`src/rtl/mips_ctrl_pkg.sv`:
```
// Shared encodings for the multicycle MIPS control path: opcodes, main FSM states, alu_op codes.
// Also consumed by the ALU control unit.
package mips_ctrl_pkg;

    typedef logic [3:0] state_t;

    localparam logic [5:0] OpRtype = 6'b000000;
    localparam logic [5:0] OpJ     = 6'b000010;
    localparam logic [5:0] OpBeq   = 6'b000100;
    localparam logic [5:0] OpBne   = 6'b000101;
    localparam logic [5:0] OpAddi  = 6'b001000;
    localparam logic [5:0] OpAndi  = 6'b001100;
    localparam logic [5:0] OpOri   = 6'b001101;
    localparam logic [5:0] OpLw    = 6'b100011;
    localparam logic [5:0] OpSw    = 6'b101011;

    localparam state_t StRst     = 4'd0;
    localparam state_t StFetch   = 4'd1;
    localparam state_t StDecode  = 4'd2;
    localparam state_t StMemAddr = 4'd3;
    localparam state_t StMemRd   = 4'd4;
    localparam state_t StMemWb   = 4'd5;
    localparam state_t StMemWr   = 4'd6;
    localparam state_t StExecR   = 4'd7;
    localparam state_t StRWb     = 4'd8;
    localparam state_t StBranch  = 4'd9;
    localparam state_t StJump    = 4'd10;
    localparam state_t StExecI   = 4'd11;
    localparam state_t StIWb     = 4'd12;

    localparam logic [2:0] AluAdd   = 3'b100;
    localparam logic [2:0] AluSub   = 3'b111;
    localparam logic [2:0] AluAnd   = 3'b101;
    localparam logic [2:0] AluOr    = 3'b110;
    localparam logic [2:0] AluRtype = 3'b010;

    localparam logic [1:0] SrcBReg   = 2'b00;
    localparam logic [1:0] SrcBFour  = 2'b01;
    localparam logic [1:0] SrcBImm   = 2'b10;
    localparam logic [1:0] SrcBImmSh = 2'b11;

    localparam logic [1:0] PcSrcAluOut = 2'b01;
    localparam logic [1:0] PcSrcJump   = 2'b10;

    function automatic logic op_legal(input logic [5:0] op, input logic bne_en);
        case (op)
            OpLw, OpSw, OpRtype, OpBeq, OpJ, OpAddi, OpAndi, OpOri: op_legal = 1'b1;
            OpBne:   op_legal = bne_en;
            default: op_legal = 1'b0;
        endcase
    endfunction

endpackage

```
`src/rtl/multicycle_main_control.sv`:
```
// Main control FSM of the multicycle MIPS datapath with retired-instruction counter.
// Define BNE_SUPPORT_EN to decode bne (opcode 000101) as a branch on !zero.
module multicycle_main_control
    import mips_ctrl_pkg::*;
#(
    parameter int unsigned CNT_W = 32
) (
    input  logic             clk,
    input  logic             rst_n,
    input  logic [5:0]       opcode,
    input  logic             mem_ready,
    output logic             pc_write,
    output logic             pc_write_cond,
    output logic             branch_ne,
    output logic             i_or_d,
    output logic             mem_read,
    output logic             mem_write,
    output logic             ir_write,
    output logic             mem_to_reg,
    output logic             reg_dst,
    output logic             reg_write,
    output logic             alu_src_a,
    output logic [1:0]       alu_src_b,
    output logic [1:0]       pc_source,
    output logic [2:0]       alu_op,
    output logic             illegal_op,
    output logic [CNT_W-1:0] instr_retired
);

`ifdef BNE_SUPPORT_EN
    localparam logic BneEn = 1'b1;
`else
    localparam logic BneEn = 1'b0;
`endif

    state_t           state_q, state_d;
    logic [5:0]       opcode_q;
    logic [CNT_W-1:0] retired_q;
    logic             retire;

    always_comb begin
        state_d = state_q;
        unique case (state_q)
            StRst:     state_d = StFetch;
            StFetch:   state_d = mem_ready ? StDecode : StFetch;
            StDecode: begin
                case (opcode)
                    OpLw, OpSw:             state_d = StMemAddr;
                    OpRtype:                state_d = StExecR;
                    OpBeq:                  state_d = StBranch;
                    OpBne:                  state_d = BneEn ? StBranch : StFetch;
                    OpJ:                    state_d = StJump;
                    OpAddi, OpAndi, OpOri:  state_d = StExecI;
                    default:                state_d = StFetch;
                endcase
            end
            StMemAddr: state_d = (opcode_q == OpLw) ? StMemRd : StMemWr;
            StMemRd:   state_d = mem_ready ? StMemWb : StMemRd;
            StMemWr:   state_d = mem_ready ? StFetch : StMemWr;
            StExecR:   state_d = StRWb;
            StExecI:   state_d = StIWb;
            StMemWb, StRWb, StBranch, StJump, StIWb: state_d = StFetch;
            default:   state_d = StRst;
        endcase
    end

    // A write only retires once memory acknowledges it.
    assign retire = (state_q == StMemWb) || (state_q == StRWb) || (state_q == StBranch) ||
                    (state_q == StJump) || (state_q == StIWb) ||
                    ((state_q == StMemWr) && mem_ready);

    always_ff @(posedge clk) begin
        if (!rst_n) begin
            state_q   <= StRst;
            opcode_q  <= '0;
            retired_q <= '0;
        end else begin
            state_q <= state_d;
            if (state_q == StDecode) begin
                opcode_q <= opcode;
            end
            if (retire) begin
                retired_q <= retired_q + CNT_W'(1);
            end
        end
    end

    assign instr_retired = retired_q;

    always_comb begin
        pc_write      = 1'b0;
        pc_write_cond = 1'b0;
        branch_ne     = 1'b0;
        i_or_d        = 1'b0;
        mem_read      = 1'b0;
        mem_write     = 1'b0;
        ir_write      = 1'b0;
        mem_to_reg    = 1'b0;
        reg_dst       = 1'b0;
        reg_write     = 1'b0;
        alu_src_a     = 1'b0;
        alu_src_b     = SrcBReg;
        pc_source     = 2'b00;
        alu_op        = 3'b000;
        illegal_op    = 1'b0;
        case (state_q)
            StFetch: begin
                mem_read  = 1'b1;
                alu_src_b = SrcBFour;
                alu_op    = AluAdd;
                ir_write  = mem_ready;
                pc_write  = mem_ready;
            end
            StDecode: begin
                alu_src_b  = SrcBImmSh;
                alu_op     = AluAdd;
                illegal_op = !op_legal(opcode, BneEn);
            end
            StMemAddr: begin
                alu_src_a = 1'b1;
                alu_src_b = SrcBImm;
                alu_op    = AluAdd;
            end
            StMemRd: begin
                mem_read = 1'b1;
                i_or_d   = 1'b1;
            end
            StMemWb: begin
                reg_write  = 1'b1;
                mem_to_reg = 1'b1;
            end
            StMemWr: begin
                mem_write = 1'b1;
                i_or_d    = 1'b1;
            end
            StExecR: begin
                alu_src_a = 1'b1;
                alu_op    = AluRtype;
            end
            StRWb: begin
                reg_write = 1'b1;
                reg_dst   = 1'b1;
            end
            StBranch: begin
                alu_src_a     = 1'b1;
                alu_op        = AluSub;
                pc_write_cond = 1'b1;
                pc_source     = PcSrcAluOut;
`ifdef BNE_SUPPORT_EN
                branch_ne     = (opcode_q == OpBne);
`endif
            end
            StJump: begin
                pc_write  = 1'b1;
                pc_source = PcSrcJump;
            end
            StExecI: begin
                alu_src_a = 1'b1;
                alu_src_b = SrcBImm;
                case (opcode_q)
                    OpAndi:  alu_op = AluAnd;
                    OpOri:   alu_op = AluOr;
                    default: alu_op = AluAdd;
                endcase
            end
            StIWb: reg_write = 1'b1;
            default: ;
        endcase
    end

endmodule
```
`config.mk`:
```
export PLATFORM = sky130hd
export DESIGN_NAME = multicycle_main_control
export DESIGN_NICKNAME = d
export VERILOG_FILES = /design/src/rtl/mips_ctrl_pkg.sv /design/src/rtl/multicycle_main_control.sv
export SDC_FILE = /design/constraint.sdc
export NUM_CORES = 1
export LEC_CHECK = 0
export CAP_MARGIN = 40
export CORE_MARGIN = 2
export CORE_UTILIZATION = 45
export CTS_CLUSTER_SIZE = 30
export DETAILED_ROUTE_END_ITERATION = 8
export PLACE_DENSITY_LB_ADDON = 0.1
export SLEW_MARGIN = 20
export SYNTH_ARGS = -nofsm -noshare
export SYNTH_HDL_FRONTEND = slang
export SYNTH_SLANG_ARGS = --single-unit
```
`constraint.sdc`:
```
create_clock -name clk -period 1.8 [get_ports clk]
set_clock_uncertainty 0.2 [all_clocks]
set_input_delay 0.27 -clock clk [delete_from_list [all_inputs] [get_ports clk]]
set_output_delay 0.27 -clock clk [all_outputs]
set_load 0.03 [all_outputs]
```
Yosys cells after proc, flatten, opt, wreduce, memory -nomap -nowiden
Index checks and enable logic that the tools add are counted.

storage, ports and cells
  input port bits = 9
  bits in registers = 42
  output and inout port bits = 51
  word-level logic and storage cells = 68

cells by class
  reduce and logical (&&, ||, !) cells = 19
  eq/ne operators = 22
  $add $sub $neg = 1
  muxes and demuxes = 23

operators by type and width
  kind                     count
  $add A32 B1 Y32 const B  1
  $pmux W4 S8              1
  $eq A6 B4 Y1 const B     5
  $eq A4 B4 Y1 const B     5
  $pmux W4 S5              1
  $eq A6 B6 Y1 const B     3
  $eq A4 B3 Y1 const B     4
  $mux W1                  13
  $pmux W3 S4              1
  $reduce_or A3 Y1         3
  $eq A4 B2 Y1 const B     2
  $pmux W2 S2              2
  $reduce_or A2 Y1         4
  $reduce_or A8 Y1         1
  $eq A6 B2 Y1 const B     1
  $eq A6 B3 Y1 const B     1
  $logic_not A6 Y1         1
  $pmux W2 S3              1
  $reduce_or A6 Y1         1
  $logic_or A1 B1 Y1       5
  $eq A4 B1 Y1 const B     1
  $logic_not A4 Y1         1
  $mux W2                  2
  $reduce_or A4 Y1         1
  4 further kinds          4

Longest topological paths before layout
  depth in word-level cells = 6
  mapped depth = 7

Least setup slack after synthesis
No wires, ideal clock.

  path kind = register to output
  start = reg state_q[0]
  end = out illegal_op
  data arrival time = 1.928 ns
  data required time = 1.330 ns
  path buffers = 2
  cell stages (with the launch flop) = 6
  slack = -0.598 ns
  path through = dfxtp_1 clkbuf_1 nand2b_1 or3_1 clkbuf_1 a211oi_1

between the ends
  longest elaborated chain between the ends = 2

ends and longest elaborated chain
  what                    line                            RTL
  from (decl)             multicycle_main_control.sv:36   state_t state_q, state_d;
  from (signal assigned)  multicycle_main_control.sv:74   state_q <= StRst;
  from (signal assigned)  multicycle_main_control.sv:78   state_q <= state_d;
  $eq A4 B2 Y1            multicycle_main_control.sv:106  case (state_q)
  $mux W1                 multicycle_main_control.sv:106
  to (decl)               multicycle_main_control.sv:26   output logic illegal_op,

No other way between the ends.

Worst setup path in the final report
  start = reg state_q[0]
  end = reg retired_q[31] (netlist: instr_retired[31])

between the ends
  longest elaborated chain between the ends = 6
  elaborated cells between the ends (all ways) = 12

ends and longest elaborated chain
  what                                          line                           RTL
  $eq A4 B3 Y1 or $eq A4 B4 Y1 (tied branches)  multicycle_main_control.sv:68  assign retire = (state_q == StMemWb) || (state_q == StRWb) || (state_q == StBranch) ||
  $logic_or A1 B1 Y1 (3 in series)              multicycle_main_control.sv:68
  $logic_or A1 B1 Y1                            multicycle_main_control.sv:69  (state_q == StJump) || (state_q == StIWb) ||
  $logic_or A1 B1 Y1 (*)                        multicycle_main_control.sv:69
  to (signal assigned)                          multicycle_main_control.sv:83  retired_q <= retired_q + CNT_W'(1);
  to (decl)                                     multicycle_main_control.sv:38  logic [CNT_W-1:0] retired_q;

Mark *: on every way between the ends. The rest lies on a longest branch, timed or not.
A chain may end at the register's enable or synchronous reset.

==> flow_summary.yaml <==
clock_network:
  clock-root-buffer: "clkbuf_8"
  htree_levels: 2
  numCtsBuffers: 5
  cts_tree: "yes"
  clock_latency_ns: 0.31
  cts.sinks: 42
  cts_max_path_buffers: 2
  clk_pin_slew_ns: 0.10
finish:
  finalInstanceArea_um2: 4733
  final_nets: 476
  diodes: 0
  areaGrowthSynthToFinish_pct: 96.83
  n_fill_cell: 186
  seq_area_um2: 910.9
  multi_input_area_um2: 2041
  drive_gt1_frac: 0.5203
die:
  core-area_um2: 5140
  num_io_pins: 60
  rows: 26
  dieWidth_um: 77.10
  die-area_um2: 5944
  die_h_um: 77.10
  initial_utilization: 0.4679
synth:
  ys_warn_count: 0
  netlist_area_um2: 2405
  ys_ff_latch: 42
  yosysSeqAreaShare: 0.3496
  ys_types: 58
  syn_nets: 321
  synth_top_area_cell: "dfxtp_1"
  synth_area_leaders: "dfxtp_1, nand2_1, a21oi_1"
  synth_edf_count: 0
  syn_inst: 311
  synth.avg_cell_area_um2: 7.732
  synth_common_cells: "nand2_1, dfxtp_1, nor2_1"
  synthArstFlopShare: 0
  yosysMostFrequentCell: "nand2_1"
  synth_top_area_share: 0.3496
  synth_ff_type: "dfxtp_1"
global_route:
  first_global_vias: 2892
  grt.overflow.total: 0
  grtUsageTotal: 0.2927
  grt_max_degree: 23
  grt_first_pass_wirelength_um: 14200
  antenna_found_initial: 0
detailed_routing:
  vias: 3361
  ant_nets: 0
  viasPerCell: 6.259
  drcViolationCount: 0
  drt_iter0_markers: 275
  wl_per_cell_um: 21.78
  drtPass1Iterations: 5
  wirelength_um: 11700
critical_path:
  rrSetupSlack_ns: -0.43
  reg2reg_depth: 8
  r2r-end: "instr_retired[31]$_SDFFE_PN0P_"
  timing.rr.start: "state_q[0]$_SDFF_PN0_"
  cp_max_fo: 5
  endpoint_kind: "register"
  crit_chain: "buf_6 > buf_6 > a21oi_4 > o21ai_4 > buf_4 > a2111o_1 > o21ai_0 > a21oi_2"
  worstSetupPathType: "reg2reg"
  start_kind: "register"
  arrival_ns: 2.22
  required_ns: 1.79
  cpPeakStageDelay_ns: 0.45
  slowest_stage: "a2111o_1"
  cp_common_cell: "buf_6"
placement:
  io_buffers: 58
  gp_congestion: 0.9345
  dpl.hpwl_um: 4976
  pre_cts_ws_ns: -0.5082
  place_area_um2: 3661
timing:
  finalMaxSlewViolations: 0
  rsz0062_at_grt: "yes"
  finalSetupViolations: 56
  tightest_slew_ns: 0.5666
  hold_viol: 0
  fin_ws_ns: -0.4318
  whs_ns: 0.3256
  fin_crit_ns: 2.232
  max_freq_ghz: 0.4481
  min_period_over_period: 1.240
  relSlewSlack: 0.6183
pwr:
  peakVddDrop_v: 0.0004629
  powerDensity_nw_per_um2: 464.7
  p_leak_nw: 1.982
outcome:
  status: "complete, but fails checks"
  violations: "negative setup slack"
min_path:
  worst_hold_path_type: "reg2reg"
  min_from: "opcode_q[0]$_SDFFE_PN0P_"
  min_to: "opcode_q[0]$_SDFFE_PN0P_"
  worstHoldPathCells: 2
run:
  cap_violations: 0
power breakdown:
part | internal, mW | switching (mW)
logic | 0.251 | 0.267
registers | 0.919 | 0.0141
clock network | 0.397 | 0.351
layer usage:
layer	vias to the layer above	routed length [um]	track usage
li1	1426	-	-
met1	1625	4392	0.3633
met2	246	5729	0.5132
met3	64	1060	0.04941
met4	0	512	0.09821
met5	-	0	0
worst max path at each step:
stage / to / startpoint
final: instr_retired[31]$_SDFFE_PN0P_ / state_q[0]$_SDFF_PN0_
after global routing: alu_op[0] / opcode_q[5]$_SDFFE_PN0P_
after CTS: alu_op[1] / opcode_q[5]$_SDFFE_PN0P_
after detailed placement: instr_retired[31]$_SDFFE_PN0P_ / mem_ready
after global placement: instr_retired[29]$_SDFFE_PN0P_ / mem_ready
after floorplan: instr_retired[29]$_SDFFE_PN0P_ / instr_retired[10]$_SDFFE_PN0P_
final cells by class:
cell class	count	share of cell area
flip-flops and latches	42	0.1924
clock buffers	8	0.02353
repair buffers	166	0.3294
inverters	5	0.005022
multi-input cells	246	0.4311
well taps	70	0.01850
sequential cells by signal, summed over array words and instances (netlist names):
name           cells
instr_retired     32
state_q            4
opcode_q           6
stage by stage:
step           cells  TNS, ns  power, mW    util
5_1_grt          537   -11.88      2.251  0.9209
3_3_place_gp     495   -9.967      1.262  0.7123
3_5_place_dp     495   -11.13      1.268  0.7123
4_1_cts          520   -4.931      2.072  0.8284
6_report         537   -9.769      2.200  0.9209
2_1_floorplan    311   -1.941      1.123       -
cell usage in the layout (no fill, tap or decap), drive strengths merged, types with 3 or more instances in the layout:
| cell type | n |
|---|---|
| dlygate4sd2 | 29 |
| or3 | 7 |
| nand3 | 12 |
| o41ai | 3 |
| clkdlybuf4s50 | 8 |
| nand2b | 15 |
| mux2i | 7 |
| a211oi | 3 |
| o31ai | 3 |
| and3 | 3 |
| nand4 | 8 |
| nor2b | 3 |
| nor3 | 5 |
| o311ai | 3 |
| and4 | 4 |
| dfxtp | 42 |
| inv | 4 |
| a2111oi | 3 |
| clkbuf | 10 |
| a21oi | 29 |
| buf | 125 |
| o21ai | 15 |
| xnor2 | 12 |
| nor2 | 32 |
| nand2 | 46 |
cell families after synthesis:
logic type | synth area share
AOI/OAI and AO/OA | 0.1930
adders and majority gates | 0.005202
other | 0.001559
muxes | 0.03382
and+or+nand+nor | 0.3205
buffers and inverters | 0.04890
xor gates and xnor gates | 0.04735
DFF | 0.3496
what timing repair did:
action | CTS | global route
setup buffers | 21 | 19
pin swaps | 35 | 40
hold buffers | 0 | 0
endpoints found under the hold margin | 0 | 0
endpoints found under the setup margin | 78 | 56
cloned | 1 | 1
resized for setup | 131 | 68
critical path, delay by kind of cell (launching register included):
kind	cells	cell delay [ns]
compound gates	5	1.13
buf+inv	3	0.39
flops	1	0.37
Note: power is estimated with default switching activity, not from simulation.
